===== src/rtl/combination_input_conditioner.sv =====
`default_nettype none
// +--------------------------------------------------------------------------+
// | Module   : combination_input_conditioner                                 |
// | Purpose  : Turns two raw, asynchronous, bouncy push-buttons into clean   |
// |            one-cycle "0"/"1" symbol pulses for the combination lock FSM. |
// |            Each button has a 2-flop synchroniser, a debounce counter,    |
// |            and a registered edge detect. A shared press FSM drives the   |
// |            registered pulses. Presses of both buttons at the same time   |
// |            or overlapping are rejected.                                  |
// | Ports    : clk          - single rising-edge clock                       |
// |            rst          - asynchronous active-high reset                 |
// |            btn_zero_raw - raw "0" button (async, active-high, bouncy)    |
// |            btn_one_raw  - raw "1" button (async, active-high, bouncy)    |
// |            zero         - one-cycle pulse, "0" symbol entered            |
// |            one          - one-cycle pulse, "1" symbol entered            |
// |            conflict     - one-cycle pulse on each rejected press         |
// |                           (present only with COMBO_IN_CONFLICT_EN)       |
// | Config   : `define COMBO_IN_CONFLICT_EN adds the conflict output.        |
// | Revision : 1.0 - initial release                                         |
// +--------------------------------------------------------------------------+
module combination_input_conditioner #(
   parameter int DEBOUNCE_CYCLES = 4
) (
   input  logic clk,
   input  logic rst,
   input  logic btn_zero_raw,
   input  logic btn_one_raw,
`ifdef COMBO_IN_CONFLICT_EN
   output logic conflict,
`endif
   output logic zero,
   output logic one
);

   localparam int CNT_W = $clog2(DEBOUNCE_CYCLES + 1);
   localparam logic [CNT_W-1:0] CNT_MAX = CNT_W'(DEBOUNCE_CYCLES - 1);

   // A button already held when reset releases has its debounced level
   // climb from 0, which looks like a fresh press. That first rise can reach
   // the FSM no later than DEBOUNCE_CYCLES+4 edges after release, so rises
   // are masked until then.
   localparam int ST_LIM = DEBOUNCE_CYCLES + 4;
   localparam int ST_W   = $clog2(ST_LIM + 1);
   localparam logic [ST_W-1:0] ST_DONE = ST_W'(ST_LIM);

   typedef enum logic [1:0] {
      IDLE   = 2'd0,
      HELD   = 2'd1,
      REJECT = 2'd2
   } state_t;

   // Bit 0 = "0" button, bit 1 = "1" button.
   logic [1:0]       w_raw;
   logic [1:0]       s1_q;
   logic [1:0]       s2_q;
   logic [1:0]       deb_q;
   logic [1:0]       deb_dly_q;
   logic [1:0]       rise_q;
   logic [CNT_W-1:0] cnt_q [2];
   logic [ST_W-1:0]  st_q;
   logic [1:0]       w_rise;
   logic [1:0]       w_lvl;
   state_t           state_q;
   state_t           state_d;
   logic             zero_q;
   logic             zero_d;
   logic             one_q;
   logic             one_d;
`ifdef COMBO_IN_CONFLICT_EN
   logic             conf_q;
   logic             conf_d;
`endif

   assign w_raw = {btn_one_raw, btn_zero_raw};

   // Synchroniser, debounce counter and registered edge detect per button.
   always_ff @(posedge clk or posedge rst) begin
      if (rst) begin
         s1_q      <= '0;
         s2_q      <= '0;
         deb_q     <= '0;
         deb_dly_q <= '0;
         rise_q    <= '0;
         cnt_q[0]  <= '0;
         cnt_q[1]  <= '0;
      end else begin
         s1_q      <= w_raw;
         s2_q      <= s1_q;
         deb_dly_q <= deb_q;
         // Rise is registered together with the delayed level so the FSM
         // sees the edge and both levels from the same instant.
         rise_q    <= deb_q & ~deb_dly_q;
         for (int b = 0; b < 2; b++) begin
            if (s2_q[b] != deb_q[b]) begin
               if (cnt_q[b] == CNT_MAX) begin
                  deb_q[b] <= s2_q[b];
                  cnt_q[b] <= '0;
               end else begin
                  cnt_q[b] <= cnt_q[b] + 1'b1;
               end
            end else begin
               cnt_q[b] <= '0;
            end
         end
      end
   end

   // Post-reset settling counter, saturates at ST_DONE.
   always_ff @(posedge clk or posedge rst) begin
      if (rst) begin
         st_q <= '0;
      end else if (st_q != ST_DONE) begin
         st_q <= st_q + 1'b1;
      end
   end

   assign w_rise = rise_q & {2{st_q == ST_DONE}};
   assign w_lvl  = deb_dly_q;

   always_ff @(posedge clk or posedge rst) begin
      if (rst) begin
         state_q <= IDLE;
         zero_q  <= 1'b0;
         one_q   <= 1'b0;
      end else begin
         state_q <= state_d;
         zero_q  <= zero_d;
         one_q   <= one_d;
      end
   end

   always_comb begin
      state_d = state_q;
      zero_d  = 1'b0;
      one_d   = 1'b0;
`ifdef COMBO_IN_CONFLICT_EN
      conf_d  = 1'b0;
`endif
      case (state_q)
         IDLE: begin
            if ((w_rise[0] && w_rise[1]) ||
                (w_rise[0] && w_lvl[1])  ||
                (w_rise[1] && w_lvl[0])) begin
               state_d = REJECT;
`ifdef COMBO_IN_CONFLICT_EN
               conf_d  = 1'b1;
`endif
            end else if (w_rise[0]) begin
               zero_d  = 1'b1;
               state_d = HELD;
            end else if (w_rise[1]) begin
               one_d   = 1'b1;
               state_d = HELD;
            end
         end
         HELD: begin
            // The held button cannot rise again without first falling,
            // which would have returned us to IDLE; any rise is the other one.
            if (w_rise != 2'b00) begin
               state_d = REJECT;
`ifdef COMBO_IN_CONFLICT_EN
               conf_d  = 1'b1;
`endif
            end else if (w_lvl == 2'b00) begin
               state_d = IDLE;
            end
         end
         REJECT: begin
            if (w_lvl == 2'b00) begin
               state_d = IDLE;
            end
         end
         default: begin
            state_d = IDLE;
         end
      endcase
   end

`ifdef COMBO_IN_CONFLICT_EN
   always_ff @(posedge clk or posedge rst) begin
      if (rst) begin
         conf_q <= 1'b0;
      end else begin
         conf_q <= conf_d;
      end
   end

   assign conflict = conf_q;
`endif

   assign zero = zero_q;
   assign one  = one_q;

endmodule
`default_nettype wire

===== config.mk =====
export PLATFORM = sky130hd
export DESIGN_NAME = combination_input_conditioner
export DESIGN_NICKNAME = d
export VERILOG_FILES = /design/src/rtl/combination_input_conditioner.sv
export SDC_FILE = /design/constraint.sdc
export NUM_CORES = 1
export LEC_CHECK = 0
export ABC_CLOCK_PERIOD_IN_PS = 2020
export CORE_UTILIZATION = 40
export DETAILED_ROUTE_END_ITERATION = 10
export SLEW_MARGIN = 10
export SYNTH_ARGS = -nofsm -noshare
export SYNTH_HDL_FRONTEND = slang
export SYNTH_SLANG_ARGS = --single-unit
export TNS_END_PERCENT = 1

===== constraint.sdc =====
create_clock -name clk -period 2.02 [get_ports clk]
set_clock_uncertainty 0.2 [all_clocks]
set_input_delay 0.202 -clock clk [delete_from_list [all_inputs] [get_ports clk]]
set_output_delay 0.202 -clock clk [all_outputs]
set_load 0.1 [all_outputs]

# --- After elaboration in Yosys (flattened, before gate mapping) ---
# Cells that the tools add are included.
classes:
  n_reduce_logical: 10
  mux: 17
  n_addsub: 3
  bitwise: 3
  eq_ne: 9
op_table:
  columns: ["cell", "n"]
  rows:
  - ["$mux W3", 4]
  - ["$mux W2", 5]
  - ["$ne A4 B4 Y1 const B", 2]
  - ["$mux W1", 7]
  - ["$add A3 B1 Y3 const B", 2]
  - ["$eq A3 B2 Y1 const B", 2]
  - ["$pmux W2 S3", 1]
  - ["$add A4 B1 Y4 const B", 1]
  - ["$and A2 B2 Y2", 2]
  - ["$eq A4 B4 Y1 const B", 1]
  - ["$logic_not A2 Y1", 2]
  - ["$reduce_and A2 Y1", 2]
  - ["$logic_and A1 B1 Y1", 3]
  - ["$eq A2 B1 Y1 const B", 1]
  - ["$eq A2 B2 Y1 const B", 1]
  - ["$logic_or A1 B1 Y1", 2]
  - ["$ne A1 B1 Y1", 2]
  - ["$not A2 Y2", 1]
  - ["$reduce_bool A2 Y1", 1]
word_totals:
  ff_bits: 24
  wordCells: 54
  input_bits: 4
  out_inout_bits: 2

# --- Longest topological paths before layout ---
logic_depth:
  ltp_word: 7
  mapped_depth: 6
  ltp_nobuf: 6

# --- Worst setup path before layout ---
# Ideal clock, no wire load.
synth_path:
  path_kind: "register to register"
  start: "register st_q[0]"
  end: "register state_q[0]"
  required_time_ns: 1.743
  t_arrival_ns: 1.376
  setup_slack_ns: 0.367
  stages_incl_launch_ff: 6
  synth_period_minus_slack_ns: 1.653
  cell_sequence: "dfrtp_1 inv_1 ha_1 nand3b_4 or4_1 a21oi_1"
synth_via:
  elab_chain_len: 7
synth_rtl:
  columns: ["element", "line", "text"]
  rows:
  - ["start, declared", "60", "logic [ST_W-1:0] st_q;"]
  - ["start signal, assigned", "113", "st_q <= st_q + 1'b1;"]
  - ["$eq A4 B4 Y1 *", "117", "assign w_rise = rise_q & {2{st_q == ST_DONE}};"]
  - ["$and A2 B2 Y2 *", "117", null]
  - ["$logic_and A1 B1 Y1, on equally long branches", "141, 142", null]
  - ["$logic_or A1 B1 Y1", "141", "if ((w_rise[0] && w_rise[1]) ||"]
  - ["$logic_or A1 B1 Y1", "142", "(w_rise[0] && w_lvl[1]) ||"]
  - ["$mux W2", "141", null]
  - ["$pmux W2 S3", "139", "case (state_q)"]
  - ["end signal, assigned", "126", "state_q <= state_d;"]
  - ["end, declared", "63", "state_t state_q;"]
# Mark *: on every way between the ends. The rest lies on a longest branch, timed or not.
# A chain may end at the register's enable or synchronous reset.

# --- Final worst setup path ---
# Ends and elaborated chain as after synthesis.

==> impl_metrics.sql <==
INSERT INTO impl_metrics (metric_group, metric, value, unit) VALUES
('clock_network', 'htreeDepth', '1', ''),
('floorplanning', 'die_h', '50.21', 'µm'),
('layout', 'drive_gt1_frac', '0.1282', ''),
('clock_network', 'clk_transition_reported_paths', '0.12', 'ns'),
('placed_design', 'place.port_buffers', '5', ''),
('yosys', 'synth.distinct_cells', '23', ''),
('pwr', 'ir_drop', '0.8023', 'mV'),
('yosys', 'synth_edf_count', '0', ''),
('yosys', 'portion_of_synthesized_cell_area_occupied_by_the_leading_cell_type', '0.6460', ''),
('placed_design', 'dp_hpwl', '870.1', 'µm'),
('run', 'max-cap-violations', '0', ''),
('sta', 'drv_slew', '0', ''),
('setup_path', 'critPathRequiredTime', '2.06', 'ns'),
('yosys', 'yosysMostFrequentCell', 'dfrtp_1', ''),
('clock_network', 'cts-resized-gates', '0', ''),
('hold_path', 'hold_path_class', 'in2async', ''),
('global_routing', 'all_layer_global_routing_usage', '0.1226', ''),
('floorplanning', 'num_io_pins', '6', ''),
('layout', 'final.fill_count', '198', ''),
('setup_path', 'worstSetupEndpointType', 'flip-flop', ''),
('route', 'drt.antenna.violating_nets', '0', ''),
('clock_network', 'cts_hold_buffers', '0', ''),
('clock_network', 'clock_insertion_delay_worst_skew', '0.30', 'ns'),
('clock_network', 'cts_buffer_count', '3', ''),
('yosys', 'post_syn_instances', '69', ''),
('setup_path', 'startpoint_type', 'flip-flop', ''),
('yosys', 'ys.warnings.count', '0', ''),
('global_routing', 'grt_antenna_before_repair', '0', ''),
('placed_design', 'gp_routability_congestion', '0.7148', ''),
('placed_design', 'dpl-instance-area', '1017', 'µm²'),
('yosys', 'yosys_most_used_dff', 'dfrtp_1', ''),
('layout', 'finish.net_count', '88', ''),
('clock_network', 'cts.sinks', '24', ''),
('floorplanning', 'coreArea', '2191', 'µm²'),
('yosys', 'synth.cells.most_frequent', '24 x dfrtp_1, 5 x nor2_1', ''),
('yosys', 'avgSynthCellArea', '13.47', 'µm²'),
('sta', 'rsz0062_at_grt', 'no', ''),
('route', 'violation_count_after_the_first_detailed_route_iteration', '5', ''),
('yosys', 'synth.yosys.seq_area_share', '0.6460', ''),
('yosys', 'ys_seq_elements', '24', ''),
('clock_network', 'postCtsSetupRepairBufs', '0', ''),
('sta', 'post-route-min-period', '1.751', 'ns'),
('route', 'wire_per_inst', '11.25', 'µm'),
('setup_path', 'path_max_fanout', '8', ''),
('layout', 'syn_to_final_growth', '11.84', '%'),
('floorplanning', 'floorplan.die_area', '2521', 'µm²'),
('setup_path', 'worst_ep_arrival_time', '1.79', 'ns'),
('yosys', 'most_area_consuming_cells_after_synthesis', 'dfrtp_1 65%, ha_1 5.4%, xnor2_1 3.8%', ''),
('global_routing', 'grt-ovfl-total', '0', ''),
('sta', 'achievable-frequency', '571.1', 'MHz'),
('yosys', 'synth.cell_area', '929.6', 'µm²'),
('sta', 'layout_worst_path_cycle_share', '0.8668', ''),
('sta', 'timing.setup.tns', '0', 'ns'),
('clock_network', 'clock_path_buffers', '2', ''),
('floorplanning', 'die_width', '50.21', 'µm'),
('pwr', 'post-layout-total-power', '1.289', 'mW'),
('sta', 'slew-limit-headroom', '0.8045', ''),
('global_routing', 'wire_length_of_the_first_global_routing_pass', '2228', 'µm'),
('clock_network', 'cts-root-buf', 'clkbuf_4', ''),
('yosys', 'postSynthNetCount', '77', ''),
('floorplanning', 'rows', '17', ''),
('status', 'outcome', 'finished, final reports clean', ''),
('pwr', 'leakage', '0.4901', 'nW'),
('global_routing', 'grt_pass1_vias', '527', ''),
('floorplanning', 'initial_standard_cell_utilization_of_the_core', '0.4243', ''),
('route', 'vias', '510', ''),
('clock_network', 'cts_tree', 'built', ''),
('pwr', 'power_density', '1240', 'nW/µm²'),
('sta', 'max_slew.worst_pin.slew', '0.2932', 'ns'),
('setup_path', 'path_class', 'reg2reg', ''),
('sta', 'report.final.setup_viol', '0', ''),
('route', 'post_drt_via_cell_ratio', '4.811', ''),
('yosys', 'post-synth-top-area-cell', 'dfrtp_1', ''),
('yosys', 'async_flop_share', '1.000', ''),
('layout', 'antenna_cells', '0', ''),
('sta', 'timing.final.hold_violations', '0', ''),
('route', 'post_route_drc', '0', ''),
('route', 'drt_pass1_iterations', '4', ''),
('layout', 'final_cell_area', '1040', 'µm²'),
('route', 'detail_route.wirelength', '1192', 'µm'),
('global_routing', 'grt_max_degree', '25', '');
sequential cells by signal, summed over array words and instances, names as in the netlist, 2 cells and up:
register	count
cnt_q	6
deb_dly_q	2
deb_q	2
rise_q	2
s1_q	2
s2_q	2
st_q	4
state_q	2
worst paths after layout:
check / start / endpoint / slack [ns] / cells past startpoint
min in group clk: btn_zero_raw / s1_q[0] / 0.13 / 1
setup reg to reg: st_q[0] / state_q[0] / 0.27 / 5
hold reg to reg: s1_q[0] / s2_q[0] / 0.16 / 0
hold / removal: rst / st_q[3] / 0.02 / 3
setup / recovery: st_q[0] / state_q[0] / 0.27 / 5
max in group asynchronous: rst / cnt_q[5] / 1.36 / 3
worst max-delay path, stage by stage (launching register included):
cell and delay (ns):
dfrtp_1 0.42, inv_1 0.09, ha_1 0.20, nand3b_4 0.12, or4_1 0.51, a21oi_1 0.15
metal layers:
metal / up-vias / wire, µm / GRT usage
li1: 254 / - / -
met1: 249 / 548 / 0.1454
met2: 7 / 601 / 0.1956
met3: 0 / 42 / 0.05455
met4: 0 / 0 / 0.04286
met5: - / 0 / 0
area by class of cell:
class / count / area, µm² / share of cell area
well taps: 28 / 35.03 / 0.03369
clock buffers: 3 / 22.52 / 0.02166
multi-input cells: 42 / 317.8 / 0.3057
repair buffers: 6 / 52.55 / 0.05054
inverters: 3 / 11.26 / 0.01083
flip-flops and latches: 24 / 600.6 / 0.5776
where the power goes:
group	internal (mW)	switching, mW
combinational	0.161	0.225
clock	0.0695	0.126
sequential	0.606	0.102
through the flow:
step	setup WS [ns]	cells	utilization	hold slack, ns
global placement	0.3397	103	0.4643	0.1339
global route	0.1618	106	0.4746	0.03775
detailed placement	0.2791	103	0.4643	0.1347
floorplan	0.3668	69	-	0.01662
CTS	0.2460	106	0.4746	0.02437
finish	0.2691	106	0.4746	0.01776
cell usage in the layout, fill, tap and decap left out, types with 2 or more instances in the layout:
| cell type | count |
|---|---|
| nor2_1 | 5 |
| dfrtp_1 | 24 |
| nor2b_1 | 4 |
| xnor2_1 | 4 |
| mux2_2 | 2 |
| buf_4 | 3 |
| o21ai_0 | 2 |
| clkbuf_4 | 3 |
| nand2_1 | 3 |
| a21oi_1 | 2 |
| nor3b_1 | 4 |
| ha_1 | 4 |
| clkdlybuf4s50_1 | 3 |
| inv_1 | 3 |
kinds of logic (layout without fill, tap and decap cells):
| family | count (synthesis) | count (layout) | synth area share |
|---|---|---|---|
| compound gates | 6 | 6 | 0.03904 |
| xor+xnor | 5 | 5 | 0.04710 |
| fa+ha+maj | 4 | 4 | 0.05384 |
| buf+inv | 3 | 12 | 0.01211 |
| flops | 24 | 24 | 0.6460 |
| mux | 2 | 2 | 0.02422 |
| simple gates | 25 | 25 | 0.1777 |
Power figures use the tool's default switching activity.
